<file path="src/rtl/crc_scan_arbiter.sv">
// Round-robin arbiter that streams a requested memory range through a shared CRC engine
// and returns the final CRC tagged with the requester id. Optional feature macro: CRC_CHECK_EN.
module crc_scan_arbiter #(
    parameter  int NREQ   = 2,
    parameter  int ADDR_W = 10,
    parameter  int DATA_W = 8,
    parameter  int CRC_W  = 16,
    localparam int ID_W   = $clog2(NREQ),
    localparam int LEN_W  = ADDR_W + 1
) (
    input  logic                     clk50m,
    input  logic                     rst_n,
    input  logic [NREQ-1:0]          req,
    input  logic [NREQ*ADDR_W-1:0]   req_base,
    input  logic [NREQ*LEN_W-1:0]    req_len,
    output logic [NREQ-1:0]          gnt,
    output logic [NREQ-1:0]          done,
    output logic                     busy,
    output logic                     mem_rd,
    output logic [ADDR_W-1:0]        mem_addr,
    input  logic [DATA_W-1:0]        mem_rdata,
    output logic                     crc_init,
    output logic                     crc_en,
    output logic [DATA_W-1:0]        crc_data,
    input  logic [CRC_W-1:0]         crc_value,
`ifdef CRC_CHECK_EN
    input  logic [NREQ*CRC_W-1:0]    req_exp,
    output logic                     crc_err,
`endif
    output logic [CRC_W-1:0]         result,
    output logic [ID_W-1:0]          result_id,
    output logic                     result_valid
);

    typedef enum logic [2:0] {
        ST_IDLE  = 3'd0,
        ST_INIT  = 3'd1,
        ST_READ  = 3'd2,
        ST_DRAIN = 3'd3,
        ST_WAIT  = 3'd4,
        ST_DONE  = 3'd5
    } state_t;

    state_t              state_r;
    state_t              state_s;
    logic [ID_W-1:0]     sel_r;
    logic [ID_W-1:0]     rr_r;
    logic [ID_W-1:0]     pick_s;
    logic [ID_W-1:0]     sel_n_s;
    logic [ADDR_W-1:0]   base_r;
    logic [LEN_W-1:0]    len_r;
    logic [LEN_W-1:0]    cnt_r;
    logic                take_s;

    logic [NREQ-1:0]     gnt_r;
    logic [NREQ-1:0]     done_r;
    logic                busy_r;
    logic                mem_rd_r;
    logic [ADDR_W-1:0]   mem_addr_r;
    logic                crc_init_r;
    logic                crc_en_r;
    logic [CRC_W-1:0]    result_r;
    logic [ID_W-1:0]     result_id_r;
    logic                result_valid_r;

    // First requester at or above the round-robin pointer, wrapping around.
    function automatic logic [ID_W-1:0] rr_pick(input logic [NREQ-1:0] r, input logic [ID_W-1:0] p);
        logic [ID_W-1:0] pick;
        logic            found;
        int              idx;
        pick  = p;
        found = 1'b0;
        for (int k = 0; k < NREQ; k++) begin
            idx = (int'(p) + k) % NREQ;
            if (!found && r[idx]) begin
                pick  = ID_W'(idx);
                found = 1'b1;
            end
        end
        return pick;
    endfunction

    function automatic logic [NREQ-1:0] onehot(input logic [ID_W-1:0] i);
        logic [NREQ-1:0] v;
        v    = '0;
        v[i] = 1'b1;
        return v;
    endfunction

    // Next-state selection and arbitration result.
    always_comb begin
        state_s = state_r;
        pick_s  = rr_pick(req, rr_r);
        take_s  = 1'b0;
        case (state_r)
            ST_IDLE: begin
                if (|req) begin
                    state_s = ST_INIT;
                    take_s  = 1'b1;
                end else begin
                    state_s = ST_IDLE;
                end
            end
            ST_INIT: begin
                if (len_r == '0) begin
                    state_s = ST_WAIT;
                end else begin
                    state_s = ST_READ;
                end
            end
            ST_READ: begin
                if (cnt_r == LEN_W'(1'b1)) begin
                    state_s = ST_DRAIN;
                end else begin
                    state_s = ST_READ;
                end
            end
            ST_DRAIN: state_s = ST_WAIT;
            ST_WAIT:  state_s = ST_DONE;
            ST_DONE:  state_s = ST_IDLE;
            default:  state_s = ST_IDLE;
        endcase
        if (take_s) begin
            sel_n_s = pick_s;
        end else begin
            sel_n_s = sel_r;
        end
    end

`ifdef CRC_CHECK_EN
    logic [CRC_W-1:0] exp_r;
    logic             crc_err_r;

    // Expected CRC latched with the grant; compare registered when the result is reported.
    always_ff @(posedge clk50m or negedge rst_n) begin
        if (!rst_n) begin
            exp_r     <= '0;
            crc_err_r <= 1'b0;
        end else begin
            if (take_s) begin
                exp_r <= req_exp[int'(pick_s)*CRC_W +: CRC_W];
            end
            if (state_s == ST_DONE) begin
                crc_err_r <= (crc_value != exp_r);
            end
        end
    end

    assign crc_err = crc_err_r;
`endif

    // Control state: FSM register, latched job, read counter and round-robin pointer.
    always_ff @(posedge clk50m or negedge rst_n) begin
        if (!rst_n) begin
            state_r <= ST_IDLE;
            sel_r   <= '0;
            rr_r    <= '0;
            base_r  <= '0;
            len_r   <= '0;
            cnt_r   <= '0;
        end else begin
            state_r <= state_s;
            if (take_s) begin
                sel_r  <= pick_s;
                base_r <= req_base[int'(pick_s)*ADDR_W +: ADDR_W];
                len_r  <= req_len[int'(pick_s)*LEN_W +: LEN_W];
            end
            if (state_r == ST_INIT) begin
                cnt_r <= len_r;
            end else if (state_r == ST_READ) begin
                cnt_r <= cnt_r - LEN_W'(1'b1);
            end
            if (state_r == ST_DONE) begin
                if (sel_r == ID_W'(NREQ - 1)) begin
                    rr_r <= '0;
                end else begin
                    rr_r <= sel_r + ID_W'(1'b1);
                end
            end
        end
    end

    // Outputs are registered from the next state so they line up with the state they describe.
    always_ff @(posedge clk50m or negedge rst_n) begin
        if (!rst_n) begin
            gnt_r          <= '0;
            done_r         <= '0;
            busy_r         <= 1'b0;
            mem_rd_r       <= 1'b0;
            mem_addr_r     <= '0;
            crc_init_r     <= 1'b0;
            crc_en_r       <= 1'b0;
            result_r       <= '0;
            result_id_r    <= '0;
            result_valid_r <= 1'b0;
        end else begin
            gnt_r          <= (state_s != ST_IDLE) ? onehot(sel_n_s) : '0;
            done_r         <= (state_s == ST_DONE) ? onehot(sel_r) : '0;
            busy_r         <= (state_s != ST_IDLE);
            mem_rd_r       <= (state_s == ST_READ);
            crc_init_r     <= (state_s == ST_INIT);
            crc_en_r       <= mem_rd_r;
            result_valid_r <= (state_s == ST_DONE);
            if (state_s == ST_READ) begin
                if (state_r == ST_INIT) begin
                    mem_addr_r <= base_r;
                end else begin
                    mem_addr_r <= mem_addr_r + ADDR_W'(1'b1);
                end
            end
            if (state_s == ST_DONE) begin
                result_r    <= crc_value;
                result_id_r <= sel_r;
            end
        end
    end

    assign gnt          = gnt_r;
    assign done         = done_r;
    assign busy         = busy_r;
    assign mem_rd       = mem_rd_r;
    assign mem_addr     = mem_addr_r;
    assign crc_init     = crc_init_r;
    assign crc_en       = crc_en_r;
    assign crc_data     = mem_rdata;
    assign result       = result_r;
    assign result_id    = result_id_r;
    assign result_valid = result_valid_r;

endmodule

</file>
<file path="config.mk">
export PLATFORM = sky130hd
export DESIGN_NAME = crc_scan_arbiter
export DESIGN_NICKNAME = d
export VERILOG_FILES = /design/src/rtl/crc_scan_arbiter.sv
export SDC_FILE = /design/constraint.sdc
export NUM_CORES = 1
export LEC_CHECK = 0
export BUFFER_PORTS_ARGS = -buffer_cell sky130_fd_sc_hd__buf_2
export CELL_PAD_IN_SITES_DETAIL_PLACEMENT = 1
export CELL_PAD_IN_SITES_GLOBAL_PLACEMENT = 1
export CORE_MARGIN = 2
export CORE_UTILIZATION = 38
export DETAILED_ROUTE_END_ITERATION = 7
export GPL_TIMING_DRIVEN = 0
export MAX_ROUTING_LAYER = met4
export PLACE_DENSITY = 0.86
export SLEW_MARGIN = 30
export SYNTH_ARGS = -nofsm -noshare
export SYNTH_HDL_FRONTEND = slang
export SYNTH_SLANG_ARGS = --single-unit
</file>
<file path="constraint.sdc">
create_clock -name clk50m -period 2.5 [get_ports clk50m]
set_clock_uncertainty 0.15 [all_clocks]
set_input_delay 0.25 -clock clk50m [delete_from_list [all_inputs] [get_ports clk50m]]
set_output_delay 0.25 -clock clk50m [all_outputs]
set_load 0.02 [all_outputs]
</file>
After elaboration in Yosys (flattened, before gate mapping)
Cells that the tools add are included.
- word-level logic and storage cells: 73
- register bits: 73
- order comparisons: 6
- shift-type cells: 2
- eq/ne operators: 9
- bitwise operators: 1
- multiply operators: 2
- $add $sub $neg: 4
- reduce and logical (&&, ||, !) cells: 9
- multiplexer cells: 24
- operators by type and width (kind ; number):
    $mux W11 ; 2
    $shiftx A22 B6 Y11 ; 1
    $shiftx A20 B6 Y10 ; 1
    $mux W1 ; 15
    $pmux W3 S5 ; 1
    $eq A11 B1 Y1 const B ; 1
    $logic_not A11 Y1 ; 1
    $sub A11 B1 Y11 const B ; 1
    $add A10 B1 Y10 const B ; 1
    $mux W10 ; 1
    $eq A3 B2 Y1 const B ; 3
    $eq A3 B3 Y1 const B ; 3
    $eq A3 B1 Y1 const B ; 2
    $lt A1 B2 Y1 const B ; 3
    $mul A1 B4 Y5 const B ; 1
    $mul A1 B3 Y4 const B ; 1
    $mux W2 ; 2
    $logic_and A1 B1 Y1 ; 3
    $logic_not A3 Y1 ; 1
    $lt A2 B3 Y1 const B ; 1
    $mux W3 ; 1
    $reduce_bool A3 Y1 ; 1
    $add A1 B1 Y1 const B ; 2
    $demux W1 S1 ; 2
    other kinds (5) ; 6

Longest topological paths before layout
- depth in word-level cells: 13
- depth in mapped cells: 8
- mapped depth without buffers: 6

Worst setup path before layout
Ideal clock, no wire load.
- path kind: flip-flop to flip-flop
- start point: register state_r[0]
- end point: register cnt_r[8]
- setup time: 0.120 ns
- stages on the path, launching flop included: 8
- period minus slack after synthesis: 2.171 ns
- data required time: 2.230 ns
- arrival: 1.902 ns
- slack: 0.329 ns
- path buffers: 2
- path through: dfrtp_1 buf_6 or3b_1 buf_6 nor4_4 nand2_1 or4_1 a31o_1
- longest elaborated chain between the ends: 2
- elaborated cells on any way between the ends: 4
- RTL lines (item ; line ; RTL):
    start, declared ; 44 ; state_t state_r;
    start signal, assigned ; 162 ; state_r <= state_s;
    $eq A3 B1 Y1 or $eq A3 B2 Y1 (tied branches) ; 168, 170 ;
    $mux W11 or $reduce_bool A2 Y1 (tied branches) ; n/a ;
    end signal, assigned ; 169 ; cnt_r <= len_r;
    end signal, assigned ; 171 ; cnt_r <= cnt_r - LEN_W'(1'b1);
    end, declared ; 52 ; logic [LEN_W-1:0] cnt_r;
Several ways; a longest one is shown, not always the timed one.
A chain may end at the register's enable or synchronous reset.

Worst setup path in the final report
Same ends and word-level chain as after synthesis.

==> metrics.txt <==
# TYPE chip_impl_metric gauge
chip_impl_metric{name="total_nets_after_synthesis",unit=""} 389
chip_impl_metric{name="cell_rows",unit=""} 34
chip_impl_info{name="clock_tree_root_driver_cell",value="sky130_fd_sc_hd__clkbuf_8"} 1
chip_impl_metric{name="average_vias_per_placed_instance",unit=""} 5.37
chip_impl_metric{name="dp_hpwl",unit="um"} 7080
chip_impl_metric{name="synth-edff-count",unit=""} 0
chip_impl_metric{name="post-cts-setup-buffers",unit=""} 0
chip_impl_info{name="crit_start_category",value="register"} 1
chip_impl_metric{name="cts_buffer_depth",unit=""} 2
chip_impl_metric{name="post-route-min-period",unit="ns"} 2.38
chip_impl_metric{name="hold_violation_count_in_the_final_report",unit=""} 0
chip_impl_metric{name="wirelength",unit="um"} 10100
chip_impl_metric{name="fmax",unit="MHz"} 421
chip_impl_metric{name="worst_ep_required_time",unit="ns"} 2.59
chip_impl_info{name="ys_top_cells_by_area",value="sky130_fd_sc_hd__dfrtp_1 53%, sky130_fd_sc_hd__mux2i_1 6.1%, sky130_fd_sc_hd__mux2_2 5.8%"} 1
chip_impl_metric{name="worstSkewPairLatency",unit="ns"} 0.36
chip_impl_metric{name="drive_gt1_share",unit="%"} 35.8
chip_impl_metric{name="setup_viol",unit=""} 0
chip_impl_metric{name="max_slew_margin",unit="%"} 53.8
chip_impl_metric{name="initial_utilization",unit="%"} 39.5
chip_impl_metric{name="cts_buffers",unit=""} 9
chip_impl_metric{name="synth_seq_cells",unit=""} 73
chip_impl_metric{name="placeableCoreArea",unit="mm^2"} 0.00876
chip_impl_metric{name="power.static_leakage",unit="nW"} 2.21
chip_impl_info{name="ys.flop_type",value="sky130_fd_sc_hd__dfrtp_1"} 1
chip_impl_metric{name="antenna_found_initial",unit=""} 0
chip_impl_info{name="worst-setup-path-type",value="reg2reg"} 1
chip_impl_metric{name="first_global_vias",unit=""} 3349
chip_impl_metric{name="leftover_overflow_at_the_end_of_global_routing",unit=""} 0
chip_impl_metric{name="pin_count_of_the_biggest_net_entering_global_routing",unit=""} 38
chip_impl_metric{name="netlist_area_before_placement",unit="mm^2"} 0.00347
chip_impl_metric{name="finalCoreUtilization",unit="%"} 51.5
chip_impl_info{name="crit_chain",value="buf_6, or3b_1, buf_6, nor4_4, nand2_1, or4_1, a31o_1"} 1
chip_impl_metric{name="initial_drt_markers",unit=""} 137
chip_impl_metric{name="drcViolationCount",unit=""} 0
chip_impl_metric{name="dr.pass1.iters",unit=""} 4
chip_impl_metric{name="worstPathMaxFanout",unit=""} 9
chip_impl_info{name="clock_tree_from_tritoncts",value="done"} 1
chip_impl_metric{name="cts-htree-levels",unit=""} 3
chip_impl_metric{name="mapped_cells",unit=""} 316
chip_impl_metric{name="asyncSetResetFlopFracSynth",unit="%"} 100
chip_impl_metric{name="worst_ep_arrival_time",unit="ns"} 2.47
chip_impl_metric{name="post-synth-top-area-fraction",unit="%"} 52.7
chip_impl_metric{name="io_buffers",unit=""} 105
chip_impl_info{name="timing.hold.worst.class",value="in2reg"} 1
chip_impl_metric{name="groute.usage.overall",unit="%"} 22.0
chip_impl_info{name="worst_setup_path_end_kind",value="register"} 1
chip_impl_metric{name="syn_area_per_cell",unit="um^2"} 11.0
chip_impl_metric{name="slew_viol_final",unit=""} 0
chip_impl_metric{name="worst_slew_pin_slew",unit="ns"} 0.692
chip_impl_metric{name="synth_sequential_area_ratio",unit="%"} 52.7
chip_impl_metric{name="drt-wirelength-per-cell",unit="um"} 18.0
chip_impl_metric{name="chipHeight",unit="um"} 99.5
chip_impl_metric{name="clk_transition_reported_paths",unit="ns"} 0.08
chip_impl_metric{name="netlist-cell-type-count",unit=""} 45
chip_impl_metric{name="fin_crit_sh",unit="%"} 95.1
chip_impl_metric{name="overall_via_count_from_detail_route",unit=""} 3024
chip_impl_metric{name="worst_ir_drop_vdd",unit="uV"} 528
chip_impl_info{name="critical_path.most_common_cell",value="sky130_fd_sc_hd__buf_6"} 1
chip_impl_metric{name="power.density_cell_area",unit="mW/mm^2"} 1320
chip_impl_metric{name="ys.warnings.count",unit=""} 0
chip_impl_info{name="grt_setup_unrepaired",value="false"} 1
chip_impl_metric{name="slowest_delay",unit="ns"} 0.45
chip_impl_metric{name="antennaDiodeCount",unit=""} 0
chip_impl_metric{name="design.die.area",unit="mm^2"} 0.00990
chip_impl_info{name="synth_largest_area_cell",value="sky130_fd_sc_hd__dfrtp_1"} 1
chip_impl_metric{name="syn2layout_area_growth",unit="%"} 30.3
chip_impl_info{name="run_status",value="finished, final reports clean"} 1
chip_impl_metric{name="maxCapViolations",unit=""} 0
chip_impl_metric{name="drt.antenna.violating_nets",unit=""} 0
chip_impl_metric{name="fin_tns_setup",unit="ns"} 0
chip_impl_metric{name="layout.nets",unit=""} 523
chip_impl_metric{name="fp.dieW",unit="um"} 99.5
chip_impl_metric{name="top_level_ports",unit=""} 114
chip_impl_metric{name="gp_congestion",unit=""} 0.885
chip_impl_metric{name="fill_cells",unit=""} 1011
chip_impl_metric{name="grt_pass1_wl",unit="um"} 16500
chip_impl_info{name="crit_path_top_delay_cell",value="sky130_fd_sc_hd__or4_1"} 1
chip_impl_metric{name="cts_sinks",unit=""} 73
Yosys cell counts (2+ instances only):
cell / instances
sky130_fd_sc_hd__inv_1: 6
sky130_fd_sc_hd__and2_1: 2
sky130_fd_sc_hd__nor2_1: 12
sky130_fd_sc_hd__buf_6: 3
sky130_fd_sc_hd__o21ai_1: 2
sky130_fd_sc_hd__nand2_1: 49
sky130_fd_sc_hd__xnor2_1: 2
sky130_fd_sc_hd__or4_1: 2
sky130_fd_sc_hd__nand3_1: 6
sky130_fd_sc_hd__and3_1: 2
sky130_fd_sc_hd__nor3_1: 6
sky130_fd_sc_hd__mux2_4: 8
sky130_fd_sc_hd__nor3b_1: 3
sky130_fd_sc_hd__clkbuf_1: 12
sky130_fd_sc_hd__o211ai_1: 2
sky130_fd_sc_hd__a221o_1: 2
sky130_fd_sc_hd__nand4_1: 4
sky130_fd_sc_hd__ha_1: 3
sky130_fd_sc_hd__xor2_1: 7
sky130_fd_sc_hd__mux2i_1: 21
sky130_fd_sc_hd__mux2_2: 18
sky130_fd_sc_hd__nor4_1: 3
sky130_fd_sc_hd__a21oi_1: 3
sky130_fd_sc_hd__dfrtp_1: 73
sky130_fd_sc_hd__buf_4: 8
sky130_fd_sc_hd__nor2b_1: 3
sky130_fd_sc_hd__o21ai_0: 36
cell usage in the layout, fill, tap and decap left out, types with 3 or more instances in the layout:
master	count
sky130_fd_sc_hd__nor3b_1	3
sky130_fd_sc_hd__inv_1	6
sky130_fd_sc_hd__a21oi_1	3
sky130_fd_sc_hd__nor2_1	12
sky130_fd_sc_hd__mux2_2	18
sky130_fd_sc_hd__buf_2	104
sky130_fd_sc_hd__nand4_1	4
sky130_fd_sc_hd__o21ai_0	36
sky130_fd_sc_hd__clkbuf_8	9
sky130_fd_sc_hd__clkbuf_1	11
sky130_fd_sc_hd__mux2i_1	21
sky130_fd_sc_hd__ha_1	3
sky130_fd_sc_hd__dlygate4sd3_1	17
sky130_fd_sc_hd__nor3_1	6
sky130_fd_sc_hd__nor2b_1	3
sky130_fd_sc_hd__nand2_1	49
sky130_fd_sc_hd__mux2_4	8
sky130_fd_sc_hd__buf_4	9
sky130_fd_sc_hd__xor2_1	7
sky130_fd_sc_hd__nor4_1	3
sky130_fd_sc_hd__clkinvlp_4	3
sky130_fd_sc_hd__buf_6	3
sky130_fd_sc_hd__nand3_1	6
sky130_fd_sc_hd__dfrtp_1	73
logic make-up after synthesis:
kind of cell,after synthesis,synth area share [%]
and+or+nand+nor,99,14.2
adders and majority gates,3,1.08
DFF,73,52.7
muxes,48,15.7
buffers and inverters,29,4.66
AOI/OAI and AO/OA,55,9.42
xor gates and xnor gates,9,2.27
area by class of cell:
cell class / instances / area [um^2] / area share [%]
clock buffer: 9 / 124 / 2.74
buffer: 23 / 140 / 3.10
multi-input combinational: 214 / 1480 / 32.7
tap: 108 / 135 / 2.99
inverter: 6 / 22.5 / 0.499
clock inverter: 7 / 71.3 / 1.58
sequential: 73 / 1830 / 40.5
timing repair buffer: 123 / 718 / 15.9
per-stage QoR:
step / area (um^2) / setup slack [ns] / instances / hold slack (ns) / power (mW)
3_3_place_gp: 4130 / 0.215 / 529 / 0.207 / 4.73
5_1_grt: 4520 / 0.0252 / 563 / 0.0507 / 6.34
6_report: 4520 / 0.124 / 563 / 0.0399 / 5.95
3_5_place_dp: 4150 / 0.145 / 530 / 0.103 / 4.94
4_1_cts: 4510 / 0.125 / 563 / 0.0300 / 5.92
2_1_floorplan: 3470 / 0.329 / 316 / -0.196 / 4.00
critical path, delay by kind of cell, from the launching register on:
family / cells / cell delay, ns
simple gates: 4 / 1.24
flops: 1 / 0.38
buf+inv: 2 / 0.29
compound gates: 1 / 0.23
report_power, final:
part / total (mW) / internal [mW] / switching (mW)
registers: 2.22 / 1.74 / 0.484
logic: 2.78 / 1.15 / 1.64
clock network: 0.937 / 0.459 / 0.478
total: 5.95 / 3.35 / 2.60
final timing paths:
path	start	to	slack, ns	cells past startpoint
max	state_r[0]	cnt_r[8]	0.12	7
min reg2reg	mem_rd	crc_en	0.22	0
max reg2reg	state_r[0]	cnt_r[8]	0.12	7
min in group asynchronous	rst_n	result[7]	0.25	2
min	req_base[12]	base_r[2]	0.04	3
max in group asynchronous	rst_n	cnt_r[5]	1.38	3
flip-flops by register name (all words and copies together), names as in the netlist, 2 cells and up:
name and cells:
result 16, cnt_r 11, len_r 11, base_r 10
mem_addr 10, state_r 3, done 2, gnt 2
per-layer routing:
layer | GRT usage (%) | part of all wire [%] | vias to the layer above
met4 | 8.32 | 2.0 | 0
li1 | - | - | 1381
met2 | 38.5 | 53 | 97
met3 | 3.94 | 4.0 | 20
met5 | - | 0 | -
met1 | 25.1 | 41 | 1526
what timing repair did:
item | in CTS | in global routing
gates resized for setup | 0 | 2
hold buffers | 17 | 0
setup endpoints to repair | 0 | 1
endpoints found under the hold margin | 52 | 0
Note: power is estimated with default switching activity, not from simulation.
